`src/rtl/dds_pkg.sv`:
```
// Shared waveform-select encoding and seven-segment display codes for the DDS waveform generator.
package dds_pkg;

   localparam int unsigned WAVE_COUNT = 4;

   typedef enum logic [$clog2(WAVE_COUNT)-1:0] {
      WAVE_SINE   = 2'd0,
      WAVE_SQUARE = 2'd1,
      WAVE_TRI    = 2'd2,
      WAVE_SAW    = 2'd3
   } wave_e;

   // Active-low segment codes, bit 6 = segment g ... bit 0 = segment a
   localparam logic [6:0] SEG_SINE   = 7'b1000000;
   localparam logic [6:0] SEG_SQUARE = 7'b1111001;
   localparam logic [6:0] SEG_TRI    = 7'b0100100;
   localparam logic [6:0] SEG_SAW    = 7'b0110000;
   localparam logic [6:0] SEG_BLANK  = 7'b1111111;

   function automatic logic [6:0] seg_code(input wave_e w);
      case (w)
         WAVE_SINE:   seg_code = SEG_SINE;
         WAVE_SQUARE: seg_code = SEG_SQUARE;
         WAVE_TRI:    seg_code = SEG_TRI;
         WAVE_SAW:    seg_code = SEG_SAW;
         default:     seg_code = SEG_BLANK;
      endcase
   endfunction

endpackage

```
`src/rtl/dds_sine_lut.sv`:
```
// Quarter-wave sine magnitude table with a registered, enable-gated read port.
module dds_sine_lut #(
   parameter int unsigned LUT_AW = 7,
   parameter int unsigned DATA_W = 8
) (
   input  logic              clk,
   input  logic              rst,
   input  logic              en,
   input  logic [LUT_AW-1:0] addr,
   output logic [DATA_W-2:0] mag
);

   localparam int unsigned DEPTH = 2 ** LUT_AW;

   // Entry i = full-scale * sin(pi/2 * i/DEPTH), via Bhaskara's rational approximation
   // so the table folds to constants without real arithmetic.
   function automatic logic [DATA_W-2:0] sine_entry(input int unsigned idx);
      longint unsigned a, d, span, full, num, den;
      a    = 64'(idx);
      d    = 64'(2 * DEPTH);
      span = a * (d - a);
      full = (64'd1 << (DATA_W - 1)) - 64'd1;
      num  = 64'd16 * span * full;
      den  = 64'd5 * d * d - 64'd4 * span;
      return (DATA_W-1)'((64'd2 * num + den) / (64'd2 * den));
   endfunction

   logic [DATA_W-2:0] rom [DEPTH];

   for (genvar g = 0; g < DEPTH; g++) begin : g_rom
      assign rom[g] = sine_entry(g);
   end

   always_ff @(posedge clk) begin
      if (rst) begin
         mag <= '0;
      end else if (en) begin
         mag <= rom[addr];
      end
   end

endmodule

```
`src/rtl/dds_wavegen.sv`:
```
// Phase-accumulator waveform generator: phase -> raw sample -> amplitude-scaled output.
// Define DDS_WAVEGEN_SEG_EN to drive seg_wave from the active waveform; otherwise it is blank.
module dds_wavegen
   import dds_pkg::*;
#(
   parameter int unsigned        PHASE_W   = 24,
   parameter int unsigned        DATA_W    = 8,
   parameter int unsigned        LUT_AW    = 7,
   parameter logic [PHASE_W-1:0] FTW_RESET = 24'd65536
) (
   input  logic               clk,
   input  logic               rst,
   input  logic               en,
   input  logic [PHASE_W-1:0] ftw_in,
   input  logic               ftw_valid,
   input  logic [1:0]         wave_sel,
   input  logic [DATA_W-1:0]  amp,
   output logic [DATA_W-1:0]  wave_out,
   output logic               out_valid,
   output logic               sync,
   output logic [1:0]         wave_active,
   output logic [6:0]         seg_wave
);

   logic [PHASE_W-1:0]  phase;
   logic [PHASE_W-1:0]  ftw_active;
   logic [PHASE_W:0]    phase_sum;
   logic                wrap;
   wave_e               wave_pending;
   wave_e               wave_active_q;
   logic                wrap_q;

   logic [DATA_W-1:0]   p;
   logic [DATA_W-1:0]   raw_calc;
   logic [DATA_W-1:0]   raw_q;
   logic [DATA_W-1:0]   raw;
   logic [LUT_AW-1:0]   lut_addr;
   logic [DATA_W-2:0]   sine_mag;
   logic                sine_q;
   logic                sine_neg_q;
   logic                wrap_raw_q;

   logic [DATA_W:0]     amp_inc;
   logic [2*DATA_W:0]   product;
   logic [2:0]          valid_sr;
   logic                unused_bits;

   assign phase_sum = {1'b0, phase} + {1'b0, ftw_active};
   assign wrap      = phase_sum[PHASE_W];

   always_ff @(posedge clk) begin
      if (rst) begin
         phase         <= '0;
         ftw_active    <= FTW_RESET;
         wave_pending  <= WAVE_SINE;
         wave_active_q <= WAVE_SINE;
         wrap_q        <= 1'b0;
      end else begin
         wave_pending <= wave_e'(wave_sel);
         if (ftw_valid) begin
            ftw_active <= ftw_in;
         end
         if (en) begin
            phase  <= phase_sum[PHASE_W-1:0];
            wrap_q <= wrap;
            if (wrap) begin
               wave_active_q <= wave_pending;
            end
         end
      end
   end

   assign p = phase[PHASE_W-1 -: DATA_W];

   always_comb begin
      raw_calc = p;
      case (wave_active_q)
         WAVE_SQUARE: raw_calc = p[DATA_W-1] ? '0 : '1;
         WAVE_TRI:    raw_calc = p[DATA_W-1] ? ~{p[DATA_W-2:0], 1'b0} : {p[DATA_W-2:0], 1'b0};
         default:     raw_calc = p;
      endcase
   end

   // Second quadrant reads the table backwards; the half-cycle sign is applied after the read.
   assign lut_addr = phase[PHASE_W-2] ? ~phase[PHASE_W-3 -: LUT_AW] : phase[PHASE_W-3 -: LUT_AW];

   dds_sine_lut #(
      .LUT_AW (LUT_AW),
      .DATA_W (DATA_W)
   ) u_sine_lut (
      .clk  (clk),
      .rst  (rst),
      .en   (en),
      .addr (lut_addr),
      .mag  (sine_mag)
   );

   always_ff @(posedge clk) begin
      if (rst) begin
         raw_q      <= '0;
         sine_q     <= 1'b0;
         sine_neg_q <= 1'b0;
         wrap_raw_q <= 1'b0;
      end else if (en) begin
         raw_q      <= raw_calc;
         sine_q     <= (wave_active_q == WAVE_SINE);
         sine_neg_q <= phase[PHASE_W-1];
         wrap_raw_q <= wrap_q;
      end
   end

   assign raw = sine_q ? {~sine_neg_q, (sine_neg_q ? ~sine_mag : sine_mag)} : raw_q;

   assign amp_inc     = {1'b0, amp} + {{DATA_W{1'b0}}, 1'b1};
   assign product     = {{(DATA_W+1){1'b0}}, raw} * {{DATA_W{1'b0}}, amp_inc};
   assign unused_bits = ^{product[2*DATA_W], product[DATA_W-1:0]};

   always_ff @(posedge clk) begin
      if (rst) begin
         wave_out <= '0;
         sync     <= 1'b0;
         valid_sr <= '0;
      end else if (en) begin
         wave_out <= product[2*DATA_W-1:DATA_W];
         sync     <= wrap_raw_q;
         valid_sr <= {valid_sr[1:0], 1'b1};
      end else begin
         sync <= 1'b0;
      end
   end

   assign out_valid   = valid_sr[2];
   assign wave_active = wave_active_q;

`ifdef DDS_WAVEGEN_SEG_EN
   always_ff @(posedge clk) begin
      if (rst) begin
         seg_wave <= SEG_SINE;
      end else begin
         seg_wave <= seg_code(wave_active_q);
      end
   end
`else
   assign seg_wave = SEG_BLANK;
`endif

endmodule

```
`config.mk`:
```
export PLATFORM = sky130hd
export DESIGN_NAME = dds_wavegen
export DESIGN_NICKNAME = d
export VERILOG_FILES = /design/src/rtl/dds_pkg.sv /design/src/rtl/dds_sine_lut.sv /design/src/rtl/dds_wavegen.sv
export SDC_FILE = /design/constraint.sdc
export NUM_CORES = 1
export LEC_CHECK = 0
export BUFFER_PORTS_ARGS = -buffer_cell sky130_fd_sc_hd__clkbuf_2
export CORE_MARGIN = 4
export CORE_UTILIZATION = 30
export DETAILED_ROUTE_END_ITERATION = 7
export SKIP_LAST_GASP = 1
export SLEW_MARGIN = 20
export SYNTH_ARGS = -nofsm -noshare
export SYNTH_HDL_FRONTEND = slang
export SYNTH_SLANG_ARGS = --single-unit
```
`constraint.sdc`:
```
create_clock -name clk -period 6.3 [get_ports clk]
set_input_delay 0.945 -clock clk [delete_from_list [all_inputs] [get_ports clk]]
set_output_delay 0.945 -clock clk [all_outputs]
set_load 0.02 [all_outputs]
```
Word-level counts from Yosys, hierarchy flattened
Memories as Yosys holds them, arrays and structs flattened. A register that Yosys moved wholly into a read port is not among the register bits.
Cells that the tools add are included.
{"block": "word_totals", "reg_bits": 76, "mem_bits_ro": 896, "out_inout_bits": 19, "wordCells": 33, "mem_count": 1}
{"block": "classes", "add_sub_neg": 2, "multipliers": 1, "eq_ne": 2, "muxes": 6, "bitwise": 6, "reduce_logical": 3}
{"name": "(no name shown)", "words": 128, "word_bits": 7, "rd": 1, "rd_clocked_by_memory_dff": 1, "write_ports": 0, "line": "dds_sine_lut.sv:38", "rtl": "mag <= rom[addr];"}
{"operator": "$add A24 B24 Y25", "n": 1}
{"operator": "$mux W8", "n": 3}
{"operator": "$mul A8 B9 Y16", "n": 1}
{"operator": "$pmux W8 S2", "n": 1}
{"operator": "$mux W7", "n": 2}
{"operator": "$not A7 Y7", "n": 2}
{"operator": "$add A8 B1 Y9 const B", "n": 1}
{"operator": "$not A7 Y8", "n": 1}
{"operator": "$not A8 Y8", "n": 1}
{"operator": "$eq A2 B1 Y1 const B", "n": 1}
{"operator": "$eq A2 B2 Y1 const B", "n": 1}
{"operator": "$logic_not A2 Y1", "n": 1}
{"operator": "$not A1 Y1", "n": 2}
{"operator": "$reduce_and A2 Y1", "n": 1}
{"operator": "$reduce_or A2 Y1", "n": 1}

Longest topological paths before layout
Gate-level depths: netlist (run 1).
{"block": "logic_depth", "depth_word": 4, "ltp_mapped": 20}

Cells and area by module
A second synthesis (run 1) with hierarchy kept.
{"block": "hier_totals", "hier_cells": 938, "hier_area_um2": 7647.3}
{"module": "dds_wavegen", "instances": 1, "cells_each": 765, "area_each_um2": 6416.2, "seq_area_each_um2": 1521.5}
{"module": "dds_sine_lut", "instances": 1, "cells_each": 173, "area_each_um2": 1231.2, "seq_area_each_um2": 140.1}

Worst setup path before layout (run 1)
No wires, ideal clock.
{"block": "synth_timing", "path_kind": "input to register", "startpoint": "in amp[0]", "endpoint": "reg wave_out[7]", "setup_time_ps": 74, "arrival_time_ps": 5659, "required_time_ps": 6226, "setup_slack_ps": 567, "stages": 20, "n_path_buf": 1, "cell_sequence": "clkbuf_1 > nand2_1 > nor2_1 > xnor2_1 > or2_2 > fa_1 > fa_1 > inv_1 > fa_1 > inv_1 > fa_1 > inv_1 > ha_1 > a2111o_1 > a31oi_1 > nor3_1 > nor2_1 > a21oi_1 > or4_1 > a31oi_1"}
{"block": "synth_between", "elab_chain_len": 2}
{"element": "from (decl)", "line": "dds_wavegen.sv:17", "rtl": "input logic [DATA_W-1:0] amp,"}
{"element": "$add A8 B1 Y9", "line": "dds_wavegen.sv:114", "rtl": "assign amp_inc = {1'b0, amp} + {{DATA_W{1'b0}}, 1'b1};"}
{"element": "$mul A8 B9 Y16", "line": "dds_wavegen.sv:115", "rtl": "assign product = {{(DATA_W+1){1'b0}}, raw} * {{DATA_W{1'b0}}, amp_inc};"}
{"element": "to (signal assigned)", "line": "dds_wavegen.sv:124", "rtl": "wave_out <= product[2*DATA_W-1:DATA_W];"}
{"element": "to (decl)", "line": "dds_wavegen.sv:18", "rtl": "output logic [DATA_W-1:0] wave_out,"}
No other way between the ends.
A chain may end at the register's enable or synchronous reset.

Final worst setup path (run 1)
Same ends and word-level chain as after synthesis.

==> results of run 1 <==
## cells in the mapped netlist, drive strengths merged (2+ instances only)
| cell | count |
|---|---|
| nor2 | 134 |
| dfxtp | 83 |
| ha | 69 |
| inv | 63 |
| a21oi | 60 |
| nand2 | 58 |
| mux2i | 51 |
| fa | 41 |
| o21ai | 41 |
| xnor2 | 37 |
| clkbuf | 30 |
| buf | 27 |
| nand3 | 18 |
| xor2 | 16 |
| nand2b | 15 |
| o211ai | 15 |
| a211oi | 14 |
| a21o | 14 |
| nor3 | 11 |
| and3 | 9 |
| a31oi | 8 |
| nand4 | 8 |
| nor2b | 8 |
| or2 | 8 |
| o22ai | 7 |
| nand3b | 5 |
| o21a | 5 |
| a211o | 4 |
| or3 | 4 |
| a221oi | 3 |
| a311o | 3 |
| and2 | 3 |
| nor3b | 3 |
| a2111oi | 2 |
| a21boi | 2 |
| a22o | 2 |
| a2bb2oi | 2 |
| a311oi | 2 |
| a32oi | 2 |
| mux4 | 2 |
| nor4 | 2 |
| o2111ai | 2 |
| o221ai | 2 |
| o31ai | 2 |
| or4 | 2 |
## layout make-up
class                           count  area share
Multi-Input combinational cell    716       0.645
Clock inverter                      4     0.00880
Tap cell                          324      0.0483
Timing Repair Buffer               63      0.0421
Sequential cell                    83       0.198
Inverter                           64      0.0286
Clock buffer                       12      0.0294
## metal layers
layer / wire length (um) / up-vias
met4: 89 / 0
met3: 560 / 8
met2: 8190 / 102
met1: 8630 / 2979
met5: 0 / -
li1: - / 3191
## worst max-delay path by stage
stage                   to  startpoint  depth (start not counted)  slack, ns
2_1_floorplan  wave_out[7]      amp[0]                         20       0.57
3_3_place_gp   wave_out[5]      amp[0]                         20       0.18
3_5_place_dp   wave_out[7]      amp[0]                         20       0.09
4_1_cts        wave_out[5]      amp[0]                         20       0.45
5_1_grt        wave_out[5]  sine_neg_q                         19       0.16
6_report       wave_out[7]      amp[0]                         20       0.46
## critical path: cells and delay by family
kind	cells	cell delay [ns]
adders and majority gates	6	2.50
AOI/OAI and AO/OA	4	0.88
xor gates and xnor gates	1	0.15
buffers and inverters	4	0.34
and+or+nand+nor	5	1.27
## sequential cells by signal, indices dropped and copies added (netlist names)
signal	count
sine_neg_q	1
ftw_active	24
sync	1
valid_sr	3
sine_q	1
wrap_q	1
wrap_raw_q	1
phase	24
wave_active	2
wave_out	8
raw_q	8
u_sine_lut.mag	7
wave_pending	2
## power by group through the flow
| stage | sequential [uW] | clock, uW | combinational (uW) |
|---|---|---|---|
| floorplan | 625 | 0 | 650 |
| global placement | 631 | 0 | 827 |
| detailed placement | 632 | 0 | 836 |
| CTS | 620 | 592 | 842 |
| global route | 627 | 615 | 961 |
| finish | 620 | 577 | 837 |
## cell families after synthesis
group	after synthesis	share of synthesized area
xor gates and xnor gates	53	0.0635
and+or+nand+nor	290	0.174
muxes	54	0.0750
other	1	0.000497
AOI/OAI and AO/OA	202	0.175
DFF	83	0.220
adders and majority gates	110	0.223
buffers and inverters	121	0.0686
## metrics by stage
stage / utilization / area [um2] / instances / total power (uW) / worst slack, ns
global route: 0.342 / 8390 / 1266 / 2200 / 0.158
floorplan: - / 7570 / 920 / 1270 / 0.567
global placement: 0.328 / 8050 / 1250 / 1460 / 0.182
detailed placement: 0.328 / 8050 / 1250 / 1470 / 0.0917
CTS: 0.341 / 8370 / 1266 / 2060 / 0.452
finish: 0.342 / 8390 / 1266 / 2030 / 0.465
==> flow_summary.ini, run 1 <==
[outcome]
outcome = complete, no violations

[global_routing]
met3_usage = 0.0156
grt-ovfl-total = 0
track_usage = 0.129
grtUsageMet2 = 0.217
met1_usage = 0.177
antenna_found_initial = 0
grt_max_degree = 60
busiest_layer = met2
grt_pass1_vias = 6432
grt_pass1_wl_mm = 30.8

[clocking]
clock_sinks = 83
cts_setup_buffers = 0
clkLatencyLatePin_ns = 0.35
cts_tree = yes
cts_max_level = 3
cts_resized = 0
hold_buffers = 0
cts_root_buffer = clkbuf_16
clockBufferDepth = 2
numCtsBuffers = 9
clk_pin_slew_ns = 0.06

[worst_hold_path]
holdPathStages = 2
worstHoldStart = wrap_raw_q
hold_class = reg -> reg
hold_path_end = sync

[critical_path]
crit_fanout = 10
cp-end-kind = flip-flop
max_stage_delay_ns = 0.53
r2r_cells = 17
slowest_stage = fa_1
reg2reg_from = sine_q
regToRegSetupSlack_ns = 0.53
r2r-end = wave_out[7]
path_cells = clkbuf_2 -> ha_1 -> and3_1 -> xnor2_1 -> or2_2 -> fa_1 -> fa_1 -> inv_1 -> fa_1 -> inv_1 -> fa_1 -> inv_1 -> ha_1 -> a2111o_1 -> a31oi_1 -> nor3_1 -> nor2_1 -> a21oi_1 -> or4_1 -> a31oi_1
crit_type = in -> reg
cp_common_cell = fa_1
cp.required_ns = 6.57
crit_arrival_ns = 6.10
start_kind = primary input

[placed_design]
io_buffer_count = 49
dpl.hpwl_mm = 13.2
gp_congestion = 0.849

[final_layout]
drive_gt1_frac = 0.106
n_antenna_cell = 0
final_nets = 1085
multiInputGateArea_um2 = 5410
syn_to_final_growth_pct = 11.1
num-fill-cells = 2621
final_common_cell = nor2_1
final-seq-area_um2 = 1660
layout_common_cells = 134 x nor2_1, 83 x dfxtp_1, 69 x ha_1

[routing]
via_per_inst = 4.96
ant_nets = 0
drc = 0
first_pass_iters = 4
wl_mm = 17.5
vias = 6280
drt_iter0_drc = 369
wire_per_inst_um = 13.8

[yosys]
synth_edf_count = 0
yosysTopAreaCellShare = 0.220
ys_ff_latch = 83
async_flop_share = 0
synthCells = 914
ys_types = 70
ys_warn_count = 0
synthFlopType = dfxtp_1
avgSynthCellArea_um2 = 8.26
yosys-top-cells-area = dfxtp_1 22%, ha_1 11%, fa_1 11%
netlist_area_um2 = 7550
seq_area_frac_synth = 0.220
yosys.area.top_type = dfxtp_1

[sta]
max-slew-margin-rel = 0.337
holdWs_ns = 0.425
slew_violations = 0
tightest_slew_ns = 0.991
setup_tns_ns = 0
post-route-period-util = 0.926
rsz0062_at_grt = false
max_freq_mhz = 171
hold_viol = 0
setup_violations = 0
fin_crit_ns = 5.84
skew_ns = 0.00986

[power]
switchingPower_uw = 750
p_clk_frac = 0.284
peakVddDrop_mv = 0.144
pwr-share-seq = 0.305
p_leak_uw = 0.00377
powerDensity_nw_per_um2 = 242
comb_power_share = 0.411
swShare = 0.369
internal_power_uw = 1280

[floorplan]
dieArea_um2 = 27800
num_rows = 57
dieWidth_um = 167
io_pins = 57
core_um2 = 24500
start_util = 0.308
die_y_um = 167

[run]
maxCapViolCount = 0
Note: power is estimated with default switching activity, not from simulation.
==> run 2, diff against run 1 <==
--- a/config.mk
+++ b/config.mk
@@ -7,8 +7,9 @@
 export LEC_CHECK = 0
 export BUFFER_PORTS_ARGS = -buffer_cell sky130_fd_sc_hd__clkbuf_2
 export CORE_MARGIN = 4
-export CORE_UTILIZATION = 30
+export CORE_UTILIZATION = 58
 export DETAILED_ROUTE_END_ITERATION = 7
+export PLACE_DENSITY = 0.77
 export SKIP_LAST_GASP = 1
 export SLEW_MARGIN = 20
 export SYNTH_ARGS = -nofsm -noshare
==> constraint.sdc (replaced) <==
create_clock -name clk -period 6.3 [get_ports clk]
set_input_delay 0.945 -clock clk [delete_from_list [all_inputs] [get_ports clk]]
set_output_delay 0.945 -clock clk [all_outputs]
set_load 0.005 [all_outputs]
==> run 2 against run 1 <==
Effect of this change:
- clock skew decreased by 0.0022 ns
- combinational power decreased by 1%
- first-iteration DRC count rose by 9.5%
- global-route usage increased by 11 points
- critical endpoint is now wave_out[5]
==> flow_summary.ini, run 2 (synthesis results as in run 1) <==
[global_routing]
antenna_found_initial = 0
grtUsageMet2 = 0.396
grt_pass1_wl_mm = 29.0
track_usage = 0.236
busiest_layer = met2
met1_usage = 0.315
grt_pass1_vias = 6166
met3_usage = 0.0288
grt-ovfl-total = 0
grt_max_degree = 88

[final_layout]
final-seq-area_um2 = 1660
n_antenna_cell = 0
num-fill-cells = 1139
final_common_cell = nor2_1
multiInputGateArea_um2 = 5400
drive_gt1_frac = 0.108
final_nets = 1087
reg_top3 = ftw_active (24), phase (24)
syn_to_final_growth_pct = 9.08
layout_common_cells = 134 x nor2_1, 83 x dfxtp_1, 69 x ha_1
post-route-util = 0.650

[critical_path]
crit_type = in -> reg
r2r_cells = 17
crit_fanout = 10
regToRegSetupSlack_ns = 0.48
cp.required_ns = 6.58
slowest_stage = fa_1
cp-end-kind = flip-flop
path_cells = clkbuf_2 -> ha_1 -> xnor2_1 -> buf_4 -> nor2_1 -> fa_1 -> ha_1 -> inv_1 -> fa_1 -> inv_1 -> fa_1 -> ha_1 -> nand4_1 -> nor4_1 -> a31oi_1 -> nor3_1 -> nor3_1 -> nand2b_1 -> a2111oi_0 -> a311o_1
start_kind = primary input
startpoint = amp[0]
reg2reg_from = sine_q
r2r-end = wave_out[5]
crit_arrival_ns = 6.15
crit_end = wave_out[5]
max_stage_delay_ns = 0.54

[sta]
slew_violations = 0
max_freq_mhz = 170
rsz0062_at_grt = false
skew_ns = 0.00767
max-slew-margin-rel = 0.281
holdWs_ns = 0.443
fin_crit_ns = 5.87
tightest_slew_ns = 1.07
setup_tns_ns = 0
post-route-period-util = 0.931
worst_slack_ns = 0.433
hold_viol = 0
setup_violations = 0

[clocking]
clk_pin_slew_ns = 0.06
cts_tree = yes
clockBufferDepth = 2
numCtsBuffers = 9
cts_max_level = 3
cts_resized = 0
hold_buffers = 0
cts_root_buffer = clkbuf_16
cts_setup_buffers = 0
clock_sinks = 83
clkLatencyLatePin_ns = 0.34

[placed_design]
io_buffer_count = 49
place_ws_ns = 0.149
dpl.hpwl_mm = 12.3
gp_congestion = 0.945

[routing]
first_pass_iters = 5
vias = 6448
via_per_inst = 5.78
wl_mm = 17.0
wire_per_inst_um = 15.2
drt_iter0_drc = 404
drc = 0
ant_nets = 0

[run]
maxCapViolCount = 0

[floorplan]
start_util = 0.596
dieArea_um2 = 14900
num_rows = 41
dieWidth_um = 122
core_um2 = 12700
io_pins = 57
die_y_um = 122

[worst_hold_path]
hold_class = reg -> reg

[outcome]
outcome = complete, no violations

[power]
peakVddDrop_mv = 0.121
p_leak_uw = 0.00379
powerDensity_nw_per_um2 = 252
==> run 2: changes by cell type in the layout (fill, tap and decap cells not counted) <==
| cell | before | now |
|---|---|---|
| buf_2 | 0 | 1 |
| buf_4 | 15 | 16 |
| bufinv_16 | 2 | 3 |
| clkbuf_1 | 2 | 0 |
| clkbuf_8 | 1 | 2 |
| clkinv_2 | 1 | 0 |
| inv_6 | 0 | 1 |
| xnor2_1 | 35 | 37 |
| xnor2_2 | 2 | 0 |
==> run 2: layout make-up <==
| class | instances | area share |
|---|---|---|
| repair buffers | 65 | 0.0443 |
| inverters | 64 | 0.0292 |
| flip-flops and latches | 83 | 0.202 |
| clock inverters | 5 | 0.0131 |
| clock buffers | 11 | 0.0307 |
| multi-input cells | 716 | 0.655 |
| well taps | 172 | 0.0261 |
==> run 2: layer usage <==
metal  part of all wire  wire, um  vias to the layer above
met5                  0         0                        -
met1               0.45      7640                     3034
met3              0.048       814                       29
li1                   -         -                     3197
met2               0.48      8160                      188
met4              0.022       380                        0
==> run 2: worst max-delay path, delay by kind of cell <==
family | cells | cell delay, ns
adders and majority gates | 6 | 2.41
and+or+nand+nor | 6 | 1.07
AOI/OAI and AO/OA | 3 | 0.79
buffers and inverters | 4 | 0.52
xor gates and xnor gates | 1 | 0.40
==> run 2: worst min-delay path by stage <==
stage	from	to	slack (ns)	cells after the start
6_report	wave_pending[0]	wave_active[0]	0.44	2
3_3_place_gp	wave_pending[0]	wave_active[0]	0.43	2
5_1_grt	wave_pending[0]	wave_active[0]	0.47	2
4_1_cts	wave_pending[0]	wave_active[0]	0.45	2
2_1_floorplan	wrap_raw_q	sync	0.41	2
3_5_place_dp	wave_pending[0]	wave_active[0]	0.44	2
==> run 2: through the flow <==
| stage | power (uW) | instances | instance area [um2] |
|---|---|---|---|
| after global routing | 2220 | 1116 | 8240 |
| after CTS | 2080 | 1116 | 8240 |
| final | 2070 | 1116 | 8240 |
| after detailed placement | 1440 | 1100 | 7880 |
| after global placement | 1420 | 1100 | 7880 |
| after floorplan | 1250 | 920 | 7570 |
==> run 2: report_power, final <==
group / internal, uW / switching, uW / total, uW
clock network: 411 / 220 / 631
logic: 354 / 472 / 826
registers: 572 / 45.4 / 618
